$ cat src/rtl/serial_adder_ctrl_pkg.sv
// Shared definitions for the bit-serial adder controller: FSM encodings and
// the supported operand-width range.
package serial_adder_ctrl_pkg;

    typedef enum logic [1:0] {
        ST_IDLE = 2'd0,
        ST_RUN  = 2'd1,
        ST_DONE = 2'd2
    } state_t;

    localparam int WIDTH_MIN = 1;
    localparam int WIDTH_MAX = 32;

endpackage

$ cat src/rtl/fa_cell.sv
// Combinational full adder built from two half adders; the single arithmetic
// cell that the serial controller reuses for every bit position.
module fa_cell (
    input  logic a,
    input  logic b,
    input  logic cin,
    output logic s,
    output logic cout
);

    logic s0;
    logic c0;
    logic c1;

    half_adder u_ha0 (
        .a (a),
        .b (b),
        .s (s0),
        .c (c0)
    );

    half_adder u_ha1 (
        .a (s0),
        .b (cin),
        .s (s),
        .c (c1)
    );

    assign cout = c0 | c1;

endmodule

$ cat src/rtl/half_adder.sv
// Combinational half adder, building block of the serial adder's full-adder cell.
module half_adder (
    input  logic a,
    input  logic b,
    output logic s,
    output logic c
);

    assign s = a ^ b;
    assign c = a & b;

endmodule

$ cat src/rtl/serial_adder_ctrl.sv
// Bit-serial WIDTH-bit adder: one fa_cell stepped LSB-first over WIDTH cycles,
// with a start/busy/done handshake and registered result outputs.
//
// state   | meaning
// --------+-------------------------------------------------------------
// ST_IDLE | waiting for start; outputs hold the last result
// ST_RUN  | one operand bit pair added per clock, LSB first
// ST_DONE | result just published (done high); start here chains next op
module serial_adder_ctrl #(
    parameter int WIDTH = 8
) (
    input  logic             clk,
    input  logic             rst_n,
    input  logic             start,
    input  logic [WIDTH-1:0] a,
    input  logic [WIDTH-1:0] b,
    output logic             busy,
    output logic             done,
    output logic [WIDTH-1:0] sum,
    output logic             carry_out
);

    import serial_adder_ctrl_pkg::*;

    localparam int CW = $clog2(WIDTH + 1);

    generate
        if (WIDTH < WIDTH_MIN || WIDTH > WIDTH_MAX) begin : g_bad_width
            $error("serial_adder_ctrl: WIDTH out of supported range");
        end
    endgenerate

    state_t           state;
    logic [WIDTH-1:0] shreg_a;
    logic [WIDTH-1:0] shreg_b;
    logic [WIDTH-1:0] shreg_s;
    logic             carry;
    logic [CW-1:0]    cnt;

    logic             s_bit;
    logic             c_bit;
    logic [WIDTH-1:0] s_next;
    logic             last_bit;

    fa_cell u_fa (
        .a    (shreg_a[0]),
        .b    (shreg_b[0]),
        .cin  (carry),
        .s    (s_bit),
        .cout (c_bit)
    );

    // Sum bits enter at the MSB so that after WIDTH shifts bit 0 sits at the LSB.
    generate
        if (WIDTH == 1) begin : g_snext_one
            assign s_next = s_bit;
        end else begin : g_snext_multi
            assign s_next = {s_bit, shreg_s[WIDTH-1:1]};
        end
    endgenerate

    assign last_bit = (cnt == CW'(WIDTH - 1));

    always_ff @(posedge clk or negedge rst_n) begin
        if (!rst_n) begin
            state     <= ST_IDLE;
            shreg_a   <= '0;
            shreg_b   <= '0;
            shreg_s   <= '0;
            carry     <= 1'b0;
            cnt       <= '0;
            busy      <= 1'b0;
            done      <= 1'b0;
            sum       <= '0;
            carry_out <= 1'b0;
        end else begin
            done <= 1'b0;
            case (state)
                ST_IDLE, ST_DONE: begin
                    if (start) begin
                        shreg_a <= a;
                        shreg_b <= b;
                        carry   <= 1'b0;
                        cnt     <= '0;
                        busy    <= 1'b1;
                        state   <= ST_RUN;
                    end else begin
                        state   <= ST_IDLE;
                    end
                end
                ST_RUN: begin
                    shreg_a <= shreg_a >> 1;
                    shreg_b <= shreg_b >> 1;
                    shreg_s <= s_next;
                    carry   <= c_bit;
                    cnt     <= cnt + CW'(1);
                    if (last_bit) begin
                        sum       <= s_next;
                        carry_out <= c_bit;
                        done      <= 1'b1;
                        busy      <= 1'b0;
                        state     <= ST_DONE;
                    end
                end
                default: begin
                    busy  <= 1'b0;
                    state <= ST_IDLE;
                end
            endcase
        end
    end

endmodule

$ cat config.mk
export PLATFORM = sky130hd
export DESIGN_NAME = serial_adder_ctrl
export DESIGN_NICKNAME = d
export VERILOG_FILES = /design/src/rtl/serial_adder_ctrl_pkg.sv /design/src/rtl/fa_cell.sv /design/src/rtl/half_adder.sv /design/src/rtl/serial_adder_ctrl.sv
export SDC_FILE = /design/constraint.sdc
export NUM_CORES = 1
export LEC_CHECK = 0
export CAP_MARGIN = 15
export CORE_UTILIZATION = 58
export CTS_BUF_LIST = sky130_fd_sc_hd__clkbuf_4
export DETAILED_ROUTE_END_ITERATION = 6
export PLACE_DENSITY = 0.87
export SYNTH_ARGS = -nofsm -noshare
export SYNTH_HDL_FRONTEND = slang
export SYNTH_SLANG_ARGS = --single-unit
$ cat constraint.sdc
create_clock -name clk -period 2.95 [get_ports clk]
set_input_delay 0.4425 -clock clk [delete_from_list [all_inputs] [get_ports clk]]
set_output_delay 0.4425 -clock clk [all_outputs]
set_load 0.02 [all_outputs]
Word-level counts from Yosys, hierarchy flattened
Cells that the tools add are included.
- divide/modulo/power cells: 0
- $add $sub $neg: 1
- eq/ne operators: 5
- bitwise gates (word level): 5
- multiply operators: 0
- muxes and demuxes: 16
- shift operators: 0
- order comparisons: 0
- reduce and logical (&&, ||, !) cells: 6
- operators by type and width (operator ; number):
    $pmux W8 S2 ; 2
    $mux W8 ; 2
    $pmux W4 S2 ; 1
    $mux W1 ; 6
    $reduce_and A2 Y1 ; 3
    $add A4 B1 Y4 const B ; 1
    $eq A4 B3 Y1 const B ; 1
    $mux W4 ; 1
    $ne A2 B2 Y1 const B ; 2
    $pmux W1 S2 ; 2
    $pmux W2 S2 ; 1
    $and A1 B1 Y1 ; 2
    $eq A2 B1 Y1 const B ; 1
    $eq A2 B2 Y1 const B ; 1
    $logic_not A2 Y1 ; 1
    $mux W2 ; 1
    $reduce_bool A2 Y1 ; 1
    $reduce_or A2 Y1 ; 1
    $xor A1 B1 Y1 ; 2
    $or A1 B1 Y1 ; 1
- latch bits: 0
- bits in writable memories: 0
- register bits after elaboration: 42
- ROM bits: 0
- memories kept: 0

Longest topological paths before layout
- depth after elaboration: 4
- gate-level depth with buffers: 5
- gate-level depth less buffers: 4

By module
A second synthesis with hierarchy kept.
- cell total of the unflattened synthesis: 117
- area, all modules: 1710.4 um2
- by module, submodules not included (module ; sequential area each (um2) ; instances ; area an instance (um2) ; cells an instance):
    serial_adder_ctrl ; 1026.0 ; 1 ; 1679.1 ; 114
    half_adder ; 0.0 ; 2 ; 12.5 ; 1
    fa_cell ; 0.0 ; 1 ; 6.3 ; 1

Least setup slack after synthesis
Ideal clock, no wire load.
- path type: register -> register
- start: register cnt[0]
- end: register carry_out
- arrival: 1.318 ns
- path slack: 1.505 ns
- stages on the path, launching flop included: 6
- cells stage by stage: dfrtp_1 ha_1 nand3b_1 nor3b_2 buf_4 mux2_1
- cells in the longest elaborated chain, start to end: 2
- RTL lines (element ; line ; RTL):
    from (decl) ; serial_adder_ctrl.sv:38 ; logic [CW-1:0] cnt;
    from (signal assigned) ; serial_adder_ctrl.sv:96 ; cnt <= cnt + CW'(1);
    $eq A4 B3 Y1 ; serial_adder_ctrl.sv:62 ; assign last_bit = (cnt == CW'(WIDTH - 1));
    $reduce_and A2 Y1 (no line) ; n/a ;
    to (signal assigned) ; serial_adder_ctrl.sv:99 ; carry_out <= c_bit;
    to (decl) ; serial_adder_ctrl.sv:20 ; output logic carry_out
No other way between the ends.
A chain may end at the register's enable or synchronous reset.

Final worst setup path
- start: register cnt[0]
- end: register sum[3]
- cells in the longest elaborated chain, start to end: 2
- RTL lines (element ; line ; RTL):
    $eq A4 B3 Y1 ; serial_adder_ctrl.sv:62 ;
    $reduce_and A2 Y1 (no line) ; n/a ;
    to (signal assigned) ; serial_adder_ctrl.sv:98 ; sum <= s_next;
    to (decl) ; serial_adder_ctrl.sv:19 ; output logic [WIDTH-1:0] sum,
No other way between the ends.

==> metrics.md <==
| Metric | Value |
|---|---|
| Fin crit period | `1.944 ns` |
| Worst Path Buf+Inv | `0` |
| Seq/Total Area, Yosys | `60.38%` |
| Slew HR | `42.98%` |
| WP depth | `4` |
| Crit path launch | `cnt[0]` |
| Vias in the first global route | `1028` |
| RSZ-0062 raised after global routing | `no` |
| Die Span Y | `56.13 um` |
| Via density | `5.775` |
| Post-CTS Resized | `0` |
| Initial antenna violation count | `0` |
| First-pass GRT wire length | `4.560 mm` |
| Setup CP Type | `reg -> reg` |
| Die Width | `56.13 um` |
| Ant diodes | `0` |
| Synth Register Bits | `41` |
| Max Fclk | `514.4 MHz` |
| Syn_nets | `136` |
| Multi-input gate area | `611.8 um^2` |
| Drt wl/cell | `15.14 um` |
| FF-to-FF path depth | `4` |
| CTS clk-pin slew, worst paths | `0.11 ns` |
| Final core occ | `74.55%` |
| Hold-fix buffer count after cts | `0` |
| # setup viols final | `0` |
| Final ANT Viol Nets | `0` |
| Clock network latency to the later pin of the worst-skew pair | `0.33 ns` |
| Max-slew violations | `0` |
| Filler cell count | `189` |
| Worst slew pin tran | `0.8553 ns` |
| CTS root buffer | `clkbuf_4` |
| Final setup skew | `0.01162 ns` |
| Placed cell areas | `1977 um^2` |
| Port Buffers | `29` |
| Period utilization | `65.91%` |
| Final WL | `2.695 mm` |
| Async set-reset flop share out of synthesis | `100.0%` |
| Mapped Cells | `115` |
| Reg2reg start | `cnt[0]` |
| Power share of the combinational group | `40.5%` |
| Delay-heaviest family, CP | `simple AND/OR/NAND/NOR gates` |
| Run status | `finished clean` |
| Post-route setup TNS | `0 ns` |
| CP max stage cell | `nor3b_2` |
| Share of power burned in registers | `43.9%` |
| DRT Pass-1 Iters | `4` |
| Cells along the critical path | `ha_1 > nand3b_1 > nor3b_2 > mux2_1` |
| Number of synthesis warnings | `0` |
| Internal Dissipation | `1.504 mW` |
| Hold Path Class | `in -> async` |
| CTS tree | `yes` |
| CP Capture Type | `flop` |
| Grt ovf | `0` |
| Fin. Hold Viols | `0` |
| Worst endpoint required time | `3.17 ns` |
| Slowest cell delay on critical path | `0.68 ns` |
| VDD IR max | `725.2 uV` |
| Largest net degree at the start of global routing | `42` |
| Drt initial violations | `18` |
| Arrival @ worst endpoint | `2.16 ns` |
| Row count | `19` |
| Most frequent cells in the layout | `dfrtp_1 (41), clkdlybuf4s50_1 (28), a22o_1 (19)` |
| Vias | `1028` |
| Die ar. | `3150 um^2` |
| Synth unique cells | `21` |
| GRT Resource Usage Total | `19.20%` |
| Setup Buffers After CTS | `0` |
| Max cap viols | `0` |
| H-Tree Depth | `2` |
| Final #Nets | `167` |
| Reg area | `1026 um^2` |
| Primary FF master, synth | `dfrtp_1` |
| Number of remaining DRC errors | `0` |
| Fraction of layout cells with a size suffix above 1 | `14.29%` |
| IO Pins | `30` |
| Crit path launch type | `flop` |
| Worst Path Max Fanout | `10` |
| Most common library cell in the layout ignoring fill and taps | `dfrtp_1` |
| Clock sink count | `41` |
| Gpl congestion | `0.7013` |
| Sw frac | `32.36%` |
| CTS Buf Count | `5` |
| Clock Path Buffers | `2` |
| EDFF count, synth | `0` |
| P per Cell Area | `1081 nW/um^2` |
| Switching pwr | `0.7194 mW` |
| Core Area | `2758 um^2` |
| Initial Util | `61.62%` |
| Synthesized area | `1699 um^2` |
| Mean Syn Cell Area | `14.78 um^2` |
| Clock network power share | `15.7%` |
| Post-DP HPWL | `1.916 mm` |
| Final Instance Area | `2056 um^2` |
| Leak | `1.011 nW` |
| P&R area growth vs syn | `20.99%` |
-- power by group through the flow --
stage                     clock network, mW  registers, mW  logic, mW
after floorplan                           0           1.02      0.620
after global placement                    0          0.967      0.869
after detailed placement                  0          0.988      0.910
after CTS                             0.358          0.975      0.912
after global routing                  0.382           1.01      0.976
final                                 0.349          0.975      0.899
-- registers in the layout, indices dropped and copies added, names as in the netlist --
signal	flops
state	2
shreg_a	8
busy	1
carry	1
done	1
sum	8
shreg_b	8
carry_out	1
cnt	4
shreg_s	7
-- final timing paths --
path	to	slack, ns
min in group clk	shreg_b[3]	0.49
hold reg to reg	shreg_b[3]	0.49
setup reg to reg	sum[3]	1.01
hold / removal	sum[6]	0.21
max in group asynchronous	shreg_a[0]	2.21
setup / recovery	sum[3]	1.01
-- layout make-up --
type                    instances  area share (%)
clock inverters                 2           1.643
flip-flops and latches         41           49.91
multi-input cells              67           29.76
clock buffers                   6           2.191
repair buffers                 31           14.61
well taps                      31           1.887
-- cells by family (layout without fill, tap and decap cells) --
family / after synthesis / in the layout / synth area share, %
DFF: 41 / 41 / 60.38
muxes: 19 / 19 / 12.45
AOI/OAI and AO/OA: 35 / 35 / 16.72
adders and majority gates: 2 / 2 / 1.915
and+or+nand+nor: 11 / 11 / 4.934
buffers and inverters: 7 / 39 / 3.608
-- synthesized netlist by cell type, types with 2 or more instances --
| library cell | n | area share [%] |
|---|---|---|
| buf_6 | 3 | 2.0 |
| a21o_1 | 15 | 6.6 |
| mux2_1 | 9 | 6.0 |
| a22o_1 | 19 | 9.8 |
| nor2b_1 | 2 | 0.74 |
| nand3b_1 | 2 | 0.88 |
| dfrtp_1 | 41 | 60 |
| mux2_2 | 8 | 5.3 |
| buf_4 | 3 | 1.3 |
| mux2i_1 | 2 | 1.2 |
-- per-stage QoR --
stage               cells  setup WS (ns)  total power [mW]  hold WS (ns)
CTS                   178         0.9830             2.245        0.2269
global route          178         0.8653             2.369        0.2510
finish                178          1.006             2.223        0.2092
floorplan             115          1.505             1.645        0.1469
global placement      170         0.9034             1.836        0.4554
detailed placement    170         0.8291             1.898        0.4684
-- routing by layer --
layer | share of wire (%) | global-route usage [%] | wire length (um) | vias to the layer above
met3 | 4.6 | 6.279 | 123 | 4
li1 | - | - | - | 485
met2 | 54 | 33.84 | 1458 | 28
met4 | 0.85 | 6.272 | 23 | 0
met1 | 40 | 21.99 | 1089 | 511
met5 | 0 | 0 | 0 | -
Power figures use the tool's default switching activity.
